===== config.mk =====
export PLATFORM = sky130hd
export DESIGN_NAME = area_to_radius
export DESIGN_NICKNAME = d
export VERILOG_FILES = /design/src/rtl/area_to_radius_pkg.sv /design/src/rtl/isqrt_step.sv /design/src/rtl/area_to_radius.sv
export SDC_FILE = /design/constraint.sdc
export NUM_CORES = 1
export LEC_CHECK = 0
export ABC_CLOCK_PERIOD_IN_PS = 2390
export BUFFER_PORTS_ARGS = -buffer_cell sky130_fd_sc_hd__buf_4
export CORE_ASPECT_RATIO = 0.9
export CORE_UTILIZATION = 50
export DETAILED_ROUTE_END_ITERATION = 8
export HOLD_SLACK_MARGIN = 0.15
export MAX_ROUTING_LAYER = met4
export PLACE_DENSITY = 0.7
export SYNTH_ARGS = -nofsm -noshare
export SYNTH_HDL_FRONTEND = slang
export SYNTH_HIERARCHICAL = 1
export SYNTH_SLANG_ARGS = --single-unit

===== constraint.sdc =====
create_clock -name clk -period 2.39 [get_ports clk]
set_input_delay 0.3585 -clock clk [delete_from_list [all_inputs] [get_ports clk]]
set_output_delay 0.3585 -clock clk [all_outputs]
set_load 0.005 [all_outputs]

===== src/rtl/area_to_radius_pkg.sv =====
// area_to_radius_pkg: shared widths, state encoding and counter sizing for area_to_radius
package area_to_radius_pkg;
  localparam int AREA_W_DEF = 26;
  localparam int RAD_W_DEF = 16;
  localparam logic [31:0] INV_K_ONE = 32'd65536;
  localparam int CNT_W_DEF = $clog2(RAD_W_DEF + 1);
  typedef enum logic [1:0] {IDLE, SCALE, ITER, DONE} state_t;
  function automatic int cnt_w(input int rad_w);
    return $clog2(rad_w + 1);
  endfunction
endpackage


===== src/rtl/isqrt_step.sv =====
// isqrt_step: one MSB-first digit of the integer square root (bring down 2 bits, trial subtract)
module isqrt_step #(
  parameter int RAD_W = 16
) (
  input  logic [RAD_W+1:0] rem,
  input  logic [RAD_W-1:0] root,
  input  logic [1:0]       bits,
  output logic [RAD_W+1:0] rem_next,
  output logic [RAD_W-1:0] root_next
);
  logic [RAD_W+1:0] acc;
  logic [RAD_W+1:0] trial;
  logic fit;
  always_comb begin
    acc = (rem << 2) | {{RAD_W{1'b0}}, bits};
    trial = {root, 2'b01};
    fit = acc >= trial;
    rem_next = fit ? acc - trial : acc;
    root_next = (root << 1) | {{(RAD_W-1){1'b0}}, fit};
  end
endmodule


===== src/rtl/area_to_radius.sv =====
// area_to_radius: bit-serial radius = isqrt((area*INV_K)>>16); AREA_TO_RADIUS_ROUND_EN enables round-to-nearest
module area_to_radius
  import area_to_radius_pkg::*;
#(
  parameter int          AREA_W = AREA_W_DEF,
  parameter int          RAD_W  = RAD_W_DEF,
  parameter logic [31:0] INV_K  = INV_K_ONE
) (
  input  logic              clk,
  input  logic              rst,
  input  logic              en,
  input  logic [AREA_W-1:0] area,
  output logic              busy,
  output logic [RAD_W-1:0]  radius,
  output logic              rdy
);
  localparam int OP_W = 2 * RAD_W;
  localparam int REM_W = RAD_W + 2;
  localparam int CNT_W = cnt_w(RAD_W);
  localparam int PROD_W = AREA_W + 32;
  state_t state, state_n;
  logic [AREA_W-1:0] area_q;
  logic [OP_W-1:0] op;
  logic [REM_W-1:0] rem, rem_n;
  logic [RAD_W-1:0] root, root_n, res;
  logic [CNT_W-1:0] cnt;
  logic [PROD_W-1:0] prod, p;
  logic sat, last;
  assign prod = PROD_W'(area_q) * PROD_W'(INV_K);
  assign p = prod >> 16;
  assign sat = p > PROD_W'({OP_W{1'b1}});
  assign last = cnt == CNT_W'(RAD_W - 1);
  assign busy = state != IDLE;
  assign rdy = state == DONE;
  isqrt_step #(.RAD_W(RAD_W)) u_step (
    .rem(rem),
    .root(root),
    .bits(op[OP_W-1 -: 2]),
    .rem_next(rem_n),
    .root_next(root_n)
  );
`ifdef AREA_TO_RADIUS_ROUND_EN
  // leftover rem > root means sqrt(p) >= root + 0.5
  assign res = (REM_W'(root_n) < rem_n && !(&root_n)) ? root_n + 1'b1 : root_n;
`else
  assign res = root_n;
`endif
  always_comb begin
    state_n = state;
    case (state)
      IDLE:  state_n = en ? SCALE : IDLE;
      SCALE: state_n = ITER;
      ITER:  state_n = last ? DONE : ITER;
      DONE:  state_n = IDLE;
      default: state_n = IDLE;
    endcase
  end
  // radius loads on the last root digit so it is already valid while rdy is high
  always_ff @(posedge clk or negedge rst) begin
    if (!rst) begin
      state <= IDLE;
      area_q <= '0;
      op <= '0;
      rem <= '0;
      root <= '0;
      cnt <= '0;
      radius <= '0;
    end else begin
      state <= state_n;
      if (state == IDLE && en) area_q <= area[AREA_W-1] ? '0 : area;
      if (state == SCALE) begin
        op <= sat ? '1 : p[OP_W-1:0];
        rem <= '0;
        root <= '0;
        cnt <= '0;
      end
      if (state == ITER) begin
        op <= op << 2;
        rem <= rem_n;
        root <= root_n;
        cnt <= cnt + 1'b1;
        if (last) radius <= res;
      end
    end
  end
endmodule


==> results.json, run 1 <==
{
  "dieArea_um2": 12500,
  "clock-sinks": 112,
  "ios": 47,
  "hold_slack_ns": 0.219,
  "clk_latency_ns": 0.35,
  "regToRegSetupSlack_ns": 0.004,
  "antennaDiodeCount": 0,
  "hold_path_class": "input pin to flip-flop",
  "setup_viol": 0,
  "cts_made_buffers": 9,
  "grtUsageTotal_pct": 22.6,
  "vias": 4583,
  "drive_above_1_share_pct": 29.5,
  "vdd_ir_drop_max_uv": 627,
  "finalPower_mw": 10.3,
  "cp_data_required_time_ns": 2.62,
  "layout_common_cells": "dfrtp_1, buf_4, o21ai_0",
  "cts_tree": "yes",
  "fmax_ghz": 0.419,
  "core-area_um2": 11600,
  "post-place-ws_ns": -0.105,
  "port_buffers": 46,
  "die_y_um": 106,
  "grt_max_degree": 81,
  "clockBufferDepth": 2,
  "nNetsFinal": 751,
  "synthCells": 626,
  "dr.pass1.iters": 4,
  "status": "completed",
  "fin_util_pct": 64.0,
  "place.gp.congestion": 0.880,
  "finalWorstPathRequiredPeriod_ns": 2.39,
  "pwr_density_cell_nw_per_um2": 1390,
  "leakage_nw": 3.45,
  "antenna_found_initial": 0,
  "start_util_pct": 52.1,
  "yosysWarnings": 6,
  "wirelength_um": 13300,
  "syn_area_um2": 6030,
  "postRouteAntennaNets": 0,
  "drcViolationCount": 0,
  "cap_violations": 0,
  "cp.arrival_ns": 2.62,
  "hold_violations": 0,
  "grt_pass1_wl_um": 21900,
  "wl_per_cell_um": 15.5,
  "fin_crit_sh_pct": 99.8,
  "tightest_slew_ns": 0.435,
  "setup_slack_ns": 0.00420,
  "max-slew-margin-rel_pct": 70.9,
  "rsz0062_at_grt": "yes",
  "viasPerCell": 5.34,
  "grt_pass1_vias": 4480,
  "htree_num_levels": 3,
  "path_clk_slew_ns": 0.07,
  "area_delta_synth_final_pct": 22.7,
  "dpl.hpwl_um": 8600,
  "end_kind": "flip-flop",
  "fin_area_um2": 7400,
  "fill_cells": 924,
  "cp-start-kind": "flip-flop",
  "fin_skew_ns": 0.00856,
  "syn_nets": 679,
  "grt-ovfl-total": 0,
  "final_common_cell": "dfrtp_1",
  "fp-row-count": 37,
  "place_area_um2": 6670,
  "drv_slew": 0,
  "cp_max_fo": 7,
  "fin_setup_tns_ns": 0,
  "cts-root-buf": "clkbuf_16",
  "die_w_um": 118,
  "dp.cells": 826,
  "path_class": "flip-flop to flip-flop",
  "fin_cells": 858,
  "drtIter0Drc": 281,
  "synth.avg_cell_area_um2": 9.64
}
## timing repair
| action | in CTS | in global routing |
|---|---|---|
| pin swaps | 5 | 20 |
| gates resized for setup | 12 | 56 |
| setup endpoints to repair | 9 | 14 |
| buffers inserted | 3 | 12 |
| endpoints found under the hold margin | 28 | 0 |
| gates cloned | 1 | 0 |
| hold buffers | 1 | 0 |
## routing by layer
metal / up-vias / GRT usage, % / share of wire [%]
met5: - / - / 0
met4: 0 / 7.05 / 1.9
met3: 22 / 4.51 / 3.5
met2: 87 / 36.1 / 50
met1: 2242 / 29.1 / 44
li1: 2232 / - / -
## registers in the layout (all words and copies together), names as in the netlist
name and count:
area_q 25, cnt 5, op 32, radius 16
rem 16, root 16, state 2
## cell type report
class | count | area [um2] | area share, %
inverter | 71 | 272 | 3.67
timing repair buffer | 110 | 861 | 11.6
clock inverter | 5 | 63.8 | 0.862
multi-input combinational | 393 | 2960 | 40.0
tap | 156 | 195 | 2.64
clock buffer | 10 | 239 | 3.23
timing repair inverter | 1 | 6.26 | 0.0845
sequential | 112 | 2810 | 37.9
## report_power, final
part	internal (mW)	switching, mW	leakage (nW)
Sequential	2.54	0.387	1.47
Clock	0.847	0.689	0.151
Combinational	2.74	3.11	1.83
Total	6.13	4.19	3.45
## worst max-delay path: stages, from the launching register on
cell,delay [ns]
dfrtp_1,0.43
ha_4,0.30
nand3_2,0.10
o21bai_4,0.19
a211o_4,0.35
a21boi_4,0.19
nor2_4,0.07
clkinv_4,0.11
mux2_2,0.36
nand3_2,0.08
o21ai_1,0.07
## final timing paths
check | startpoint | to | cells past startpoint
setup / recovery | rem[1] | rem[3] | 10
hold / removal | en | state[0] | 3
setup reg to reg | rem[1] | rem[3] | 10
hold reg to reg | area_q[2] | area_q[2] | 2
max in group asynchronous | rst | area_q[3] | 3
min in group asynchronous | rst | op[25] | 2
Power figures use the tool's default switching activity.
==> inputs of run 2 (changes only) <==
--- a/config.mk
+++ b/config.mk
@@ -10,4 +10,5 @@
 export CORE_ASPECT_RATIO = 0.9
 export CORE_UTILIZATION = 50
+export CTS_CLUSTER_DIAMETER = 150
 export DETAILED_ROUTE_END_ITERATION = 8
 export HOLD_SLACK_MARGIN = 0.15
@@ -16,4 +17,3 @@
 export SYNTH_ARGS = -nofsm -noshare
 export SYNTH_HDL_FRONTEND = slang
-export SYNTH_HIERARCHICAL = 1
 export SYNTH_SLANG_ARGS = --single-unit
==> constraint.sdc (replaced) <==
create_clock -name clk -period 2.39 [get_ports clk]
set_input_delay 0 -clock clk [delete_from_list [all_inputs] [get_ports clk]]
set_output_delay 0 -clock clk [all_outputs]
set_load 0.005 [all_outputs]
==> results.json, run 2 <==
{
  "cts-root-buf": "clkbuf_16",
  "synth_flop_cell": "dfrtp_1",
  "start_util_pct": 51.3,
  "regToRegSetupSlack_ns": 0.11,
  "synthCells": 612,
  "viasPerCell": 5.46,
  "htree_num_levels": 3,
  "path_cells": "inv_1 > ha_2 > nand4_2 > o311ai_4 > o21ai_4 > buf_4 > a41oi_1 > o31ai_1",
  "syn_nets": 665,
  "p_sw_mw": 3.91,
  "final_common_cell": "dfrtp_1",
  "drv_slew": 0,
  "fin_skew_ns": 0.00729,
  "cp_data_required_time_ns": 2.61,
  "clock-sinks": 112,
  "wl_per_cell_um": 16.1,
  "pwr_density_cell_nw_per_um2": 1260,
  "synth.avg_cell_area_um2": 9.59,
  "largest_reg_flops": 32,
  "wirelength_um": 13900,
  "dieArea_um2": 12200,
  "setup_viol": 0,
  "max-slew-margin-rel_pct": 52.6,
  "grt_pass1_wl_um": 23600,
  "synth.distinct_cells": 64,
  "p_int_mw": 5.10,
  "synth_top_cell_by_area": "dfrtp_1",
  "path_class": "flip-flop to flip-flop",
  "finalWorstPathRequiredPeriod_ns": 2.28,
  "drtIter0Drc": 347,
  "dr.pass1.iters": 4,
  "hold_path_class": "input pin to async pin",
  "synth_edf_count": 0,
  "yosys-top-cells-count": "dfrtp_1, o21ai_0, nand2_1",
  "cp_slowest_cell": "ha_2",
  "cp-start-kind": "flip-flop",
  "leakage_nw": 3.17,
  "die_w_um": 116,
  "core-area_um2": 11400,
  "cts_tree": "yes",
  "critPathTopFamily": "compound AO/OA/AOI/OAI gates",
  "cp_num_buf_inv": 2,
  "tightest_slew_ns": 0.711,
  "place.gp.congestion": 0.895,
  "path_clk_slew_ns": 0.07,
  "area_delta_synth_final_pct": 22.1,
  "dp.cells": 793,
  "synth_top_area_share_pct": 47.8,
  "fp-row-count": 37,
  "grt_max_degree": 58,
  "cp.arrival_ns": 2.50,
  "grtUsageTotal_pct": 25.5,
  "drcViolationCount": 0,
  "fmax_ghz": 0.439,
  "synth_most_common_cell": "dfrtp_1",
  "clk_latency_ns": 0.35,
  "clkPwrFrac_pct": 15.6,
  "nNetsFinal": 753,
  "cts_made_buffers": 9,
  "fin_util_pct": 62.6,
  "grt-ovfl-total": 0,
  "fin_cells": 861,
  "antennaDiodeCount": 0,
  "async_reset_ff_share_pct": 100,
  "layout_common_cells": "dfrtp_1, o21ai_0, buf_4",
  "fin_setup_tns_ns": 0,
  "setup_slack_ns": 0.111,
  "cp_max_fo": 9,
  "critPathMaxStageDelay_ns": 0.41,
  "end_kind": "flip-flop",
  "port_buffers": 46,
  "hold_violations": 0,
  "combPwrFrac_pct": 52.0,
  "die_y_um": 105,
  "vias": 4701,
  "reg_top3": "op: 32 flops, area_q: 25 flops",
  "antenna_found_initial": 0,
  "synth-seq-area-share_pct": 47.8,
  "drive_above_1_share_pct": 15.0,
  "clockBufferDepth": 2,
  "syn_area_um2": 5870,
  "synth_seq_cells": 112,
  "vdd_ir_drop_max_uv": 619,
  "synth.area.top_cells": "dfrtp_1, o21ai_0, ha_1",
  "fin_crit_sh_pct": 95.4,
  "dpl.hpwl_um": 9060,
  "post-place-ws_ns": 0.104,
  "postRouteAntennaNets": 0,
  "yosysWarnings": 0,
  "top_register": "op",
  "rsz0062_at_grt": "no",
  "grt_pass1_vias": 4760,
  "p_seq_share_pct": 32.4,
  "cap_violations": 0,
  "ios": 47,
  "cts_setup_buffers": 0,
  "status": "completed",
  "p_sw_share_pct": 43.4
}
[run 2: cell types whose count changed in the layout (fill, tap and decap cells not counted), sizes merged, moves of 10 or more]
cell / previous run / this run
mux2: 25 / 0
nand3: 44 / 27
dlygate4sd3: 1 / 52
buf: 109 / 64
nand2: 41 / 58
o21ai: 74 / 84
inv: 73 / 41
[run 2: worst reg2reg max path: stages (launching register included)]
cell and delay, ns:
dfrtp_1 0.36, inv_1 0.09, ha_2 0.41, nand4_2 0.21
o311ai_4 0.40, o21ai_4 0.14, buf_4 0.20, a41oi_1 0.21
o31ai_1 0.12
[run 2: through the flow]
| stage | power [mW] | instance area, um2 | hold WS, ns |
|---|---|---|---|
| global placement | 7.26 | 6350 | 0.171 |
| global route | 9.70 | 7160 | 0.432 |
| floorplan | 6.36 | 5870 | -0.296 |
| CTS | 8.92 | 7140 | 0.361 |
| detailed placement | 7.41 | 6350 | 0.195 |
| finish | 9.01 | 7160 | 0.341 |
[run 2: routing by layer]
layer  wire, um  vias up  global-route usage (%)  share of wire, %
li1           -     2303                       -                 -
met1       6580     2293                    34.2                47
met2       6560       82                    39.1                47
met3        457       23                    4.87               3.3
met4        262        0                    7.51               1.9
met5          0        -                       -                 0
[run 2: cell type report]
class / instances / area [um2]
Fill cell: 961 / 4270
Sequential cell: 112 / 2800
Multi-Input combinational cell: 421 / 2750
Timing Repair Buffer: 116 / 1000
Clock buffer: 12 / 236
Tap cell: 156 / 195
Inverter: 40 / 150
Clock inverter: 4 / 30.0
[run 2: power groups by stage]
stage | Sequential [mW] | Clock, mW | Combinational (mW)
detailed placement | 2.93 | 0 | 4.48
finish | 2.91 | 1.40 | 4.69
floorplan | 2.81 | 0 | 3.55
CTS | 2.89 | 1.45 | 4.58
global route | 2.98 | 1.53 | 5.19
global placement | 2.90 | 0 | 4.36
[run 2: timing repair]
action | 4_1_cts | 5_1_grt
gates resized for setup | 0 | 6
hold buffers | 52 | 0
endpoints found under the setup margin | 0 | 11
hold endpoints to repair | 138 | 0
[run 2: final timing paths]
path / endpoint / cells past startpoint / start
worst max register to register: rem[14] / 8 / root[7]
worst max-delay path: rem[14] / 8 / root[7]
min in group clk: state[0] / 4 / en
worst min register to register: area_q[19] / 2 / area_q[19]
max in group asynchronous: root[15] / 3 / rst
worst min-delay path: op[17] / 3 / rst
[run 2: cells by family after synthesis]
kind of cell / Yosys count / share of synthesized area (%)
fa+ha+maj: 24 / 5.12
mux: 26 / 4.44
xor+xnor: 11 / 1.64
buf+inv: 79 / 6.10
compound gates: 167 / 18.1
simple gates: 193 / 16.8
flops: 112 / 47.8
==> inputs of run 3 (changes only) <==
--- a/config.mk
+++ b/config.mk
@@ -15,5 +15,7 @@
 export MAX_ROUTING_LAYER = met4
 export PLACE_DENSITY = 0.7
+export SKIP_LAST_GASP = 1
 export SYNTH_ARGS = -nofsm -noshare
 export SYNTH_HDL_FRONTEND = slang
+export SYNTH_HIERARCHICAL = 1
 export SYNTH_SLANG_ARGS = --single-unit
==> constraint.sdc (replaced) <==
create_clock -name clk -period 2.39 [get_ports clk]
set_input_delay 0.1195 -clock clk [delete_from_list [all_inputs] [get_ports clk]]
set_output_delay 0.1195 -clock clk [all_outputs]
set_load 0.005 [all_outputs]
==> results.json, run 3 (synthesis gave the netlist of run 1 again) <==
{
  "end_kind": "flip-flop",
  "fin_cells": 880,
  "clk_latency_ns": 0.36,
  "core-area_um2": 11600,
  "grt-ovfl-total": 0,
  "cap_violations": 0,
  "grtUsageTotal_pct": 22.3,
  "p_sw_share_pct": 40.9,
  "cp-start-kind": "flip-flop",
  "cts-root-buf": "clkbuf_16",
  "p_sw_mw": 4.12,
  "port_buffers": 46,
  "antennaDiodeCount": 0,
  "reg_top3": "op: 32 flops, area_q: 25 flops",
  "layout_common_cells": "dfrtp_1, buf_4, inv_1",
  "critPathTopFamily": "simple AND/OR/NAND/NOR gates",
  "dpl.hpwl_um": 8420,
  "tightest_slew_ns": 0.533,
  "status": "completed",
  "cp_num_buf_inv": 1,
  "dr.pass1.iters": 5,
  "dp.cells": 829,
  "hold_path_class": "input pin to flip-flop",
  "cts_tree": "yes",
  "ios": 47,
  "fin_crit_sh_pct": 97.9,
  "hold_violations": 0,
  "place.gp.congestion": 0.898,
  "rsz0062_at_grt": "yes",
  "setup_viol": 0,
  "drcViolationCount": 0,
  "die_y_um": 106,
  "wirelength_um": 13200,
  "finalPower_mw": 10.1,
  "clkPwrFrac_pct": 16.1,
  "cp.arrival_ns": 2.57,
  "max-slew-margin-rel_pct": 64.5,
  "die_w_um": 118,
  "largest_reg_flops": 32,
  "vias": 4588,
  "grt_pass1_wl_um": 21700,
  "combPwrFrac_pct": 55.1,
  "critPathMaxStageDelay_ns": 0.42,
  "path_cells": "ha_4 > nand4_1 > nor4_2 > a2bb2oi_2 > o211ai_4 > nor2_4 > clkinv_4 > mux2_2 > nand3_1 > o21ai_0",
  "path_clk_slew_ns": 0.08,
  "antenna_found_initial": 0,
  "grt_pass1_vias": 4627,
  "fill_cells": 915,
  "grt_max_degree": 51,
  "fp-row-count": 37,
  "nNetsFinal": 772,
  "cts_made_buffers": 9,
  "htree_num_levels": 3,
  "fin_skew_ns": 0.0112,
  "cp_slowest_cell": "dfrtp_1",
  "leakage_nw": 3.53,
  "postRouteAntennaNets": 0,
  "cp_max_fo": 7,
  "top_register": "op",
  "start_util_pct": 52.1,
  "viasPerCell": 5.21,
  "vdd_ir_drop_max_uv": 760,
  "drive_above_1_share_pct": 25.3,
  "final_common_cell": "dfrtp_1",
  "pwr_density_cell_nw_per_um2": 1330,
  "cp_data_required_time_ns": 2.62,
  "clock-sinks": 112,
  "p_seq_share_pct": 28.9,
  "dieArea_um2": 12500,
  "clockBufferDepth": 2,
  "finalWorstPathRequiredPeriod_ns": 2.34,
  "fmax_ghz": 0.428,
  "drv_slew": 0,
  "path_class": "flip-flop to flip-flop",
  "wl_per_cell_um": 15.0,
  "p_int_mw": 5.95,
  "drtIter0Drc": 257,
  "area_delta_synth_final_pct": 25.2
}
run 3: cell count changes in the layout (fill, tap and decap cells not counted), moves of 12 or more:
| cell | previous run | this run |
|---|---|---|
| buf_4 | 64 | 100 |
| inv_1 | 40 | 67 |
| dlygate4sd3_1 | 52 | 27 |
| nand2_1 | 58 | 39 |
| mux2_4 | 0 | 15 |
| nand3_1 | 27 | 39 |
run 3: path summary, 6_finish.rpt:
check / start / endpoint / slack, ns / cells past startpoint
setup / recovery: rem[7] / rem[3] / 0.05 / 10
hold / removal: area[25] / area_q[15] / 0.21 / 3
setup reg to reg: rem[7] / rem[3] / 0.05 / 10
hold reg to reg: area_q[20] / area_q[20] / 0.48 / 2
max in group asynchronous: rst / area_q[14] / 1.38 / 3
min in group asynchronous: rst / op[25] / 0.29 / 2
run 3: tightest hold or removal path: stages:
cell,delay (ns)
buf_4,0.22
nand2b_1,0.13
o21ai_0,0.06
run 3: power by group through the flow:
stage	combinational [mW]	clock (mW)	sequential, mW
6_report	5.54	1.62	2.90
5_1_grt	6.11	1.69	2.98
4_1_cts	5.21	1.64	2.89
3_5_place_dp	5.04	0	2.92
3_3_place_gp	4.88	0	2.89
2_1_floorplan	3.86	0	2.83
run 3: repair_timing:
item | in CTS | in global routing
buffers inserted | 1 | 6
cloned | 1 | 0
hold buffers | 27 | 0
endpoints found under the setup margin | 9 | 15
pin swaps | 1 | 11
gates resized for setup | 7 | 38
endpoints found under the hold margin | 64 | 0
run 3: stage by stage:
stage / setup slack (ns) / hold slack (ns) / setup TNS, ns / cell area (um2) / utilization [%]
floorplan: 0.0107 / -0.176 / 0 / 6030 / -
global placement: 0.0350 / 0.147 / 0 / 6710 / 57.9
detailed placement: -0.0543 / 0.151 / -0.368 / 6710 / 57.9
CTS: -0.0127 / 0.193 / -0.0147 / 7350 / 63.5
global route: -0.0572 / 0.231 / -0.263 / 7550 / 65.3
finish: 0.0509 / 0.212 / 0 / 7550 / 65.3
run 3: final cells by class:
| class | count | area, um2 | area share (%) |
|---|---|---|---|
| timing repair buffer | 131 | 1090 | 14.5 |
| clock inverter | 7 | 98.8 | 1.31 |
| tap | 156 | 195 | 2.58 |
| timing repair inverter | 1 | 8.76 | 0.116 |
| multi-input combinational | 393 | 2860 | 37.8 |
| sequential | 112 | 2800 | 37.1 |
| clock buffer | 9 | 225 | 2.98 |
| inverter | 71 | 272 | 3.59 |
run 3: layer usage:
metal | GRT usage, % | vias to the layer above | routed length [um]
met3 | 4.40 | 27 | 472
li1 | - | 2279 | -
met2 | 36.7 | 97 | 6480
met4 | 7.69 | 0 | 293
met5 | - | - | 0
met1 | 27.7 | 2185 | 5960
